## src/rtl/ub_affine_loop_controller.sv

```systemverilog
// Drives one unified-buffer port through a 3-level affine loop nest.
// It issues one enable pulse plus the loop indices every II cycles, after a start delay.
module ub_affine_loop_controller #(
  parameter int unsigned EXTENT_0    = 1,
  parameter int unsigned EXTENT_2    = 64,
  parameter int unsigned EXTENT_1    = 64,
  parameter int unsigned II          = 1,
  parameter int unsigned START_DELAY = 0
) (
  input  logic              clk,
  input  logic              rst_n,
  input  logic              flush,
  input  logic              start,
  input  logic              stall,
  output logic              op_en,
  output logic [2:0][15:0]  ctrl_vars,
  output logic              busy,
  output logic              done
);

  // state | meaning
  // IDLE  | waiting for start
  // DELAY | counting down the start delay
  // RUN   | issuing one point every II cycles
  // DONE  | pass complete, indices hold the final point
  typedef enum logic [1:0] {S_IDLE, S_DELAY, S_RUN, S_DONE} state_t;

  localparam logic [15:0] LAST_0 = 16'(EXTENT_0 - 1);
  localparam logic [15:0] LAST_1 = 16'(EXTENT_1 - 1);
  localparam logic [15:0] LAST_2 = 16'(EXTENT_2 - 1);
  localparam logic [15:0] II_M1  = 16'(II - 1);
  localparam logic [15:0] DLY_M1 = 16'(START_DELAY - 1);

  state_t             state_q;
  logic [15:0]        dcnt_q;
  logic [15:0]        iicnt_q;
  logic [2:0][15:0]   idx_q;

  logic wrap_1, wrap_2, last_pt;

  assign wrap_1  = (idx_q[1] == LAST_1);
  assign wrap_2  = (idx_q[2] == LAST_2);
  assign last_pt = wrap_1 && wrap_2 && (idx_q[0] == LAST_0);

  assign op_en     = (state_q == S_RUN) && (iicnt_q == 16'd0) && !stall;
  assign ctrl_vars = idx_q;
  assign busy      = (state_q == S_DELAY) || (state_q == S_RUN);
  assign done      = (state_q == S_DONE);

  always_ff @(posedge clk or negedge rst_n) begin
    if (!rst_n) begin
      state_q <= S_IDLE;
      dcnt_q  <= '0;
      iicnt_q <= '0;
      idx_q   <= '0;
    end else if (flush) begin
      state_q <= S_IDLE;
      dcnt_q  <= '0;
      iicnt_q <= '0;
      idx_q   <= '0;
    end else begin
      case (state_q)
        S_IDLE, S_DONE: begin
          if (start) begin
            idx_q   <= '0;
            iicnt_q <= '0;
            if (START_DELAY == 0) begin
              state_q <= S_RUN;
            end else begin
              state_q <= S_DELAY;
              dcnt_q  <= DLY_M1;
            end
          end
        end
        S_DELAY: begin
          if (!stall) begin
            if (dcnt_q != 16'd0) dcnt_q <= dcnt_q - 16'd1;
            else                 state_q <= S_RUN;
          end
        end
        S_RUN: begin
          if (op_en) begin
            iicnt_q <= II_M1;
            // the final point is held on the outputs rather than wrapping to zero
            if (last_pt) begin
              state_q <= S_DONE;
            end else if (!wrap_1) begin
              idx_q[1] <= idx_q[1] + 16'd1;
            end else begin
              idx_q[1] <= '0;
              if (!wrap_2) begin
                idx_q[2] <= idx_q[2] + 16'd1;
              end else begin
                idx_q[2] <= '0;
                idx_q[0] <= idx_q[0] + 16'd1;
              end
            end
          end else if (!stall && iicnt_q != 16'd0) begin
            iicnt_q <= iicnt_q - 16'd1;
          end
        end
        default: state_q <= S_IDLE;
      endcase
    end
  end

endmodule

```

## config.mk

```make
export PLATFORM = sky130hd
export DESIGN_NAME = ub_affine_loop_controller
export DESIGN_NICKNAME = d
export VERILOG_FILES = /design/src/rtl/ub_affine_loop_controller.sv
export SDC_FILE = /design/constraint.sdc
export NUM_CORES = 1
export LEC_CHECK = 0
export CORE_AREA = 2 2 105 107
export CTS_CLUSTER_SIZE = 20
export DETAILED_ROUTE_END_ITERATION = 10
export DIE_AREA = 0 0 107 109
export PLACE_DENSITY_LB_ADDON = 0.05
export SYNTH_ARGS = -nofsm -noshare
export SYNTH_HDL_FRONTEND = slang
export SYNTH_SLANG_ARGS = --single-unit
```

## constraint.sdc

```tcl
create_clock -name clk -period 4.2 [get_ports clk]
set_clock_uncertainty 0.15 [all_clocks]
set_input_delay 0.84 -clock clk [delete_from_list [all_inputs] [get_ports clk]]
set_output_delay 0.84 -clock clk [all_outputs]
set_load 0.01 [all_outputs]
```

## Word-level counts from Yosys, hierarchy flattened

Index checks and enable logic that the tools add are counted.

- Multiplexer cells: 26
- Add/subtract/negate cells: 5
- Reductions and logical operators: 22
- Equality and inequality tests: 15

Operators by type and width:

| cell | count |
|---|---|
| 2-to-1 mux 16 bit | 13 |
| 2-to-1 mux 48 bit | 4 |
| one-hot mux 48 bit (2 select lines) | 1 |
| adder 16 x 1 -> 16 bit (second input constant) | 3 |
| == test 16 x 6 -> 1 bit (second input constant) | 2 |
| logical NOT 16 bit | 2 |
| one-hot mux 16 bit (2 select lines) | 1 |
| nonzero test 16 bit | 2 |
| subtractor 16 x 1 -> 16 bit (second input constant) | 2 |
| != test 3 bit (second input constant) | 8 |
| 2-to-1 mux 2 bit | 6 |
| AND reduction 5 bit | 2 |
| one-hot mux 2 bit (3 select lines) | 1 |
| AND reduction 3 bit | 2 |
| AND reduction 6 bit | 1 |
| logical AND 1 bit | 5 |
| == test 2 bit (second input constant) | 2 |
| != test 4 x 3 -> 1 bit (second input constant) | 1 |
| AND reduction 4 bit | 1 |
| nonzero test 2 bit | 2 |
| nonzero test 3 bit | 1 |
| == test 2 x 1 -> 1 bit (second input constant) | 1 |
| logical NOT 2 bit | 1 |
| != test 2 bit (second input constant) | 1 |
| other kinds (3) | 3 |

- Bits of input ports: 5
- Logic and storage cells: 74
- Flip-flop bits (word level): 82
- Output and inout bits: 51

## Longest topological paths before layout

- Word-level depth: 7
- Mapped depth: 9
- Depth with buffers taken out: 8

## Worst setup path before layout

Ideal clock, no wire load.

- Path type: input-to-reg
- Start point: input stall
- End point: register idx_q (netlist bit ctrl_vars[7])
- Arrival time: 2.613 ns
- Required time: 3.954 ns
- Setup slack: 1.341 ns
- Library setup time: 0.096 ns
- Path buffers: 2
- Stages on the path: 7
- Cell sequence: or4bb_1 > o41ai_1 > and3_1 > buf_4 > nand4_1 > buf_2 > o31ai_1

- Longest elaborated chain between the ends: 4

RTL lines:

| item | line | text |
|---|---|---|
| from (decl) | 14 | `input logic stall,` |
| logical NOT 1 bit | 45 | `assign op_en = (state_q == S_RUN) && (iicnt_q == 16'd0) && !stall;` |
| logical AND 1 bit | 45 |  |
| != test 3 bit (no line) | n/a |  |
| AND reduction 6 bit (no line) | n/a |  |
| to (decl) | 37 | `logic [2:0][15:0] idx_q;` |

No other way between the ends.
A chain may end at the register's enable or synchronous reset.

## Final worst setup path

- Start point: register iicnt_q[10]
- End point: output op_en

- Longest elaborated chain between the ends: 3

RTL lines:

| item | line | text |
|---|---|---|
| from (decl) | 36 | `logic [15:0] iicnt_q;` |
| from (signal assigned) | 99 | `iicnt_q <= iicnt_q - 16'd1;` |
| logical NOT 16 bit | 45 |  |
| logical AND 1 bit (2 in series) | 45 |  |
| to (decl) | 15 | `output logic op_en,` |

No other way between the ends.

==> flow_summary.json <==
{
  "detail_route.wirelength_um": 11500,
  "power.density_cell_area_nw_per_um2": 380,
  "rsz0062_at_grt": "no",
  "share_comb_of_total_power_pct": 24.9,
  "io_buffer_count": 55,
  "routed_via_density": 5.73,
  "hold_buffers": 0,
  "number_of_max_slew_violations_in_the_final_report": 0,
  "grt_antenna_before_repair": 0,
  "run_status": "completed",
  "yosys-top-cells-area": "sky130_fd_sc_hd__dfrtp_1 (45%), sky130_fd_sc_hd__nor2_1 (5.2%), sky130_fd_sc_hd__o31ai_1 (3.9%)",
  "cts_buf_count": 9,
  "whs_ns": 0.386,
  "xor_and_xnor_area_share_after_synthesis_pct": 4.76,
  "worstSkewPairLatency_ns": 0.37,
  "yosys_warnings": 0,
  "syn_to_final_growth_pct": 19.9,
  "n_antenna_cell": 0,
  "ctsHtreeMaxLevel": 3,
  "cp_top_family": "simple AND/OR/NAND/NOR gates",
  "tightestPinTransition_ns": 1.15,
  "post_detailed_placement_half_perimeter_wirelength_um": 7770,
  "synthArstFlopShare_pct": 100,
  "startpoint_type": "flop",
  "grt.total_usage_pct": 21.3,
  "clock.fmax_ghz": 0.272,
  "cts_post_setup_buffers_inserted": 0,
  "chipHeight_um": 109,
  "synth_top_family_by_area": "simple AND/OR/NAND/NOR gates",
  "gp_congestion": 0.814,
  "synthesis.nets": 529,
  "reg2reg_to": "ctrl_vars[11]",
  "timing.slew.headroom_pct": 23.0,
  "pwr-share-seq_pct": 43.1,
  "timing.hold.worst.start": "ctrl_vars[45]",
  "cts.repair.resized": 0,
  "sw_frac_of_total_pct": 32.3,
  "core_sq_um": 10600,
  "crit_path_end_kind": "output pin",
  "layout.area.seq_sq_um": 2050,
  "p_sw_uw": 677,
  "synth.yosys.seq_area_share_pct": 44.6,
  "power.clock.fraction_pct": 32.0,
  "leakage_nw": 2.36,
  "via_count": 4061,
  "drt-wirelength-per-cell_um": 16.2,
  "final-setup-viol-count": 0,
  "cts.sink_count": 82,
  "max_cap_viol_count": 0,
  "post_synth_mux_area_share_pct": 0.218,
  "synth_simple_gate_area_share_pct": 27.7,
  "design.die.area_sq_um": 11700,
  "grt_pass1_vias": 3945,
  "data_arrival_at_the_endpoint_of_the_critical_path_ns": 2.69,
  "tritoncts": "done",
  "max_stage_delay_ns": 0.60,
  "clk_transition_reported_paths_ns": 0.09,
  "synthFlopType": "sky130_fd_sc_hd__dfrtp_1",
  "synth_top_area_share_pct": 44.6,
  "ff2ff_path_depth": 8,
  "totalNegativeSetupSlack_ns": 0,
  "worstPathBufferInverterCount": 1,
  "initial_core_util_pct": 43.4,
  "synth_edf_count": 0,
  "worst_hold_path_type": "flop to flop",
  "grt_pass1_wl_um": 19800,
  "post_route_cells_drive_above_1_share_pct": 5.10,
  "synth-compound-area-share_pct": 16.5,
  "maximum_fanout_count_along_the_critical_path": 5,
  "detailedRoute.firstIterationViolations": 313,
  "post_synth_instance_area_sq_um": 4600,
  "floorplan.rows": 38,
  "netlist.top_cell.by_area": "sky130_fd_sc_hd__dfrtp_1",
  "worst-setup-path-type": "flop to output pin",
  "layout.nets": 582,
  "timing.final.hold_violations": 0,
  "power.ir.vdd_worst_v": 0.000200,
  "min_period_over_period_pct": 87.6,
  "remaining_drc_errors": 0,
  "layout.filler_cells": 1022,
  "grt_max_degree": 67,
  "internal_power_component_mw": 1.42,
  "drtAntennaViolNets": 0,
  "fin_crit_ns": 3.68,
  "worstReg2RegStart": "state_q[0]",
  "cts-root-buf": "sky130_fd_sc_hd__clkbuf_8",
  "hold_depth": 1,
  "clk_path_buf_depth": 2,
  "grt_overflow": 0,
  "multi_input_area_sq_um": 2400,
  "reg2reg_slack_ns": 0.95,
  "synth.distinct_cells": 52,
  "detailed_routing_iterations_pass_1": 5,
  "syn_area_per_cell_sq_um": 8.97,
  "floorplan.die.width_um": 107,
  "timing.critical_path.cells": "or4_1 > or3_1 > nor4_2 > clkdlybuf4s50_1",
  "syn_inst": 513,
  "synth-adder-area-share_pct": 2.99,
  "timing.critical_path.slowest_stage_cell": "sky130_fd_sc_hd__or4_1",
  "critPathRequiredTime_ns": 3.21,
  "ys_seq_elements": 82,
  "worst_hold_path.endpoint": "ctrl_vars[45]",
  "top_level_ports": 56
}
-- layer usage --
| layer | wire (um) | track usage [%] | vias up |
|---|---|---|---|
| li1 | - | - | 1995 |
| met5 | 0 | 0 | - |
| met2 | 5280 | 33.1 | 62 |
| met4 | 141 | 6.40 | 0 |
| met3 | 351 | 4.24 | 12 |
| met1 | 5720 | 30.2 | 1992 |
-- per-stage QoR --
stage | total power [mW] | utilization (%) | worst slack (ns) | instance area [sq um] | instances
finish | 2.09 | 52.0 | 0.520 | 5510 | 709
global route | 2.22 | 52.0 | 0.446 | 5510 | 709
CTS | 2.11 | 52.0 | 0.513 | 5510 | 709
detailed placement | 1.44 | 49.9 | 0.352 | 5290 | 695
global placement | 1.43 | 49.9 | 0.403 | 5290 | 695
floorplan | 1.29 | - | 1.34 | 4600 | 513
-- cell usage after synthesis, types with 16 or more instances --
library cell and instances:
sky130_fd_sc_hd__o21ai_1 28, sky130_fd_sc_hd__o21ai_0 23, sky130_fd_sc_hd__or3_1 16, sky130_fd_sc_hd__nor2_1 64, sky130_fd_sc_hd__nand2_1 30, sky130_fd_sc_hd__dfrtp_1 82, sky130_fd_sc_hd__and3_1 18, sky130_fd_sc_hd__nand3_1 27
sky130_fd_sc_hd__o31ai_1 24, sky130_fd_sc_hd__nor3_1 16
-- placed cells by master (no fill, tap or decap), types with 3 or more instances in the layout --
master | synthesis | routed
sky130_fd_sc_hd__buf_4 | 2 | 10
sky130_fd_sc_hd__xnor2_1 | 11 | 11
sky130_fd_sc_hd__or4_1 | 10 | 10
sky130_fd_sc_hd__xor2_1 | 14 | 14
sky130_fd_sc_hd__o21ai_1 | 28 | 28
sky130_fd_sc_hd__dfrtp_1 | 82 | 82
sky130_fd_sc_hd__a31oi_1 | 12 | 12
sky130_fd_sc_hd__clkbuf_8 | 0 | 12
sky130_fd_sc_hd__o41ai_1 | 3 | 3
sky130_fd_sc_hd__and2_1 | 7 | 7
sky130_fd_sc_hd__and3_1 | 18 | 18
sky130_fd_sc_hd__nor4b_1 | 3 | 3
sky130_fd_sc_hd__or3_1 | 16 | 16
sky130_fd_sc_hd__nand2_1 | 30 | 30
sky130_fd_sc_hd__and4_1 | 4 | 4
sky130_fd_sc_hd__clkdlybuf4s50_1 | 0 | 54
sky130_fd_sc_hd__nor3_1 | 16 | 16
sky130_fd_sc_hd__nand3_1 | 27 | 27
sky130_fd_sc_hd__nand2b_1 | 10 | 10
sky130_fd_sc_hd__o31ai_1 | 24 | 24
sky130_fd_sc_hd__nor2_1 | 64 | 64
sky130_fd_sc_hd__nor2b_1 | 5 | 5
sky130_fd_sc_hd__nand4_1 | 11 | 11
sky130_fd_sc_hd__a21oi_1 | 14 | 14
sky130_fd_sc_hd__ha_1 | 11 | 11
sky130_fd_sc_hd__inv_1 | 13 | 13
sky130_fd_sc_hd__o21ai_0 | 23 | 23
sky130_fd_sc_hd__nor4_1 | 7 | 7
-- final cells by class --
| cell class | instances | area share [%] |
|---|---|---|
| Inverter | 13 | 0.885 |
| Timing Repair Buffer | 64 | 11.2 |
| Clock buffer | 12 | 3.00 |
| Multi-Input combinational cell | 396 | 43.5 |
| Tap cell | 140 | 3.18 |
| Clock inverter | 2 | 1.09 |
| Sequential cell | 82 | 37.2 |
-- worst max path at each step --
| stage | from | to | slack (ns) | cells after the start |
|---|---|---|---|---|
| finish | iicnt_q[10] | op_en | 0.52 | 4 |
| global route | iicnt_q[8] | op_en | 0.45 | 4 |
| CTS | iicnt_q[10] | op_en | 0.51 | 4 |
| detailed placement | stall | ctrl_vars[11] | 0.35 | 7 |
| global placement | stall | ctrl_vars[2] | 0.40 | 7 |
| floorplan | stall | ctrl_vars[7] | 1.34 | 7 |
-- logic make-up (layout without fill, tap and decap cells) --
kind of cell    after synthesis  in the layout
buf+inv                      35             91
compound gates              122            122
mux                           1              1
fa+ha+maj                    11             11
flops                        82             82
simple gates                237            237
xor+xnor                     25             25
-- flip-flops by register name (all words and copies together), names as in the netlist --
signal,flops
ctrl_vars,48
dcnt_q,16
iicnt_q,16
state_q,2
-- worst register-to-register path, stage by stage, from the launching register on --
cell and delay, ns:
sky130_fd_sc_hd__dfrtp_1 0.42, sky130_fd_sc_hd__inv_1 0.09, sky130_fd_sc_hd__ha_1 0.28, sky130_fd_sc_hd__or4bb_1 0.47
sky130_fd_sc_hd__o41ai_1 0.46, sky130_fd_sc_hd__and3_1 0.42, sky130_fd_sc_hd__o21ai_1 0.46, sky130_fd_sc_hd__o21ai_1 0.28
sky130_fd_sc_hd__o31ai_1 0.09
-- power groups by stage --
stage	clock network (mW)	logic [mW]	registers, mW
finish	0.669	0.521	0.903
global route	0.715	0.587	0.914
CTS	0.683	0.524	0.903
detailed placement	0	0.519	0.919
global placement	0	0.513	0.916
floorplan	0	0.387	0.905
No activity file was read; power rests on OpenSTA's default activity.
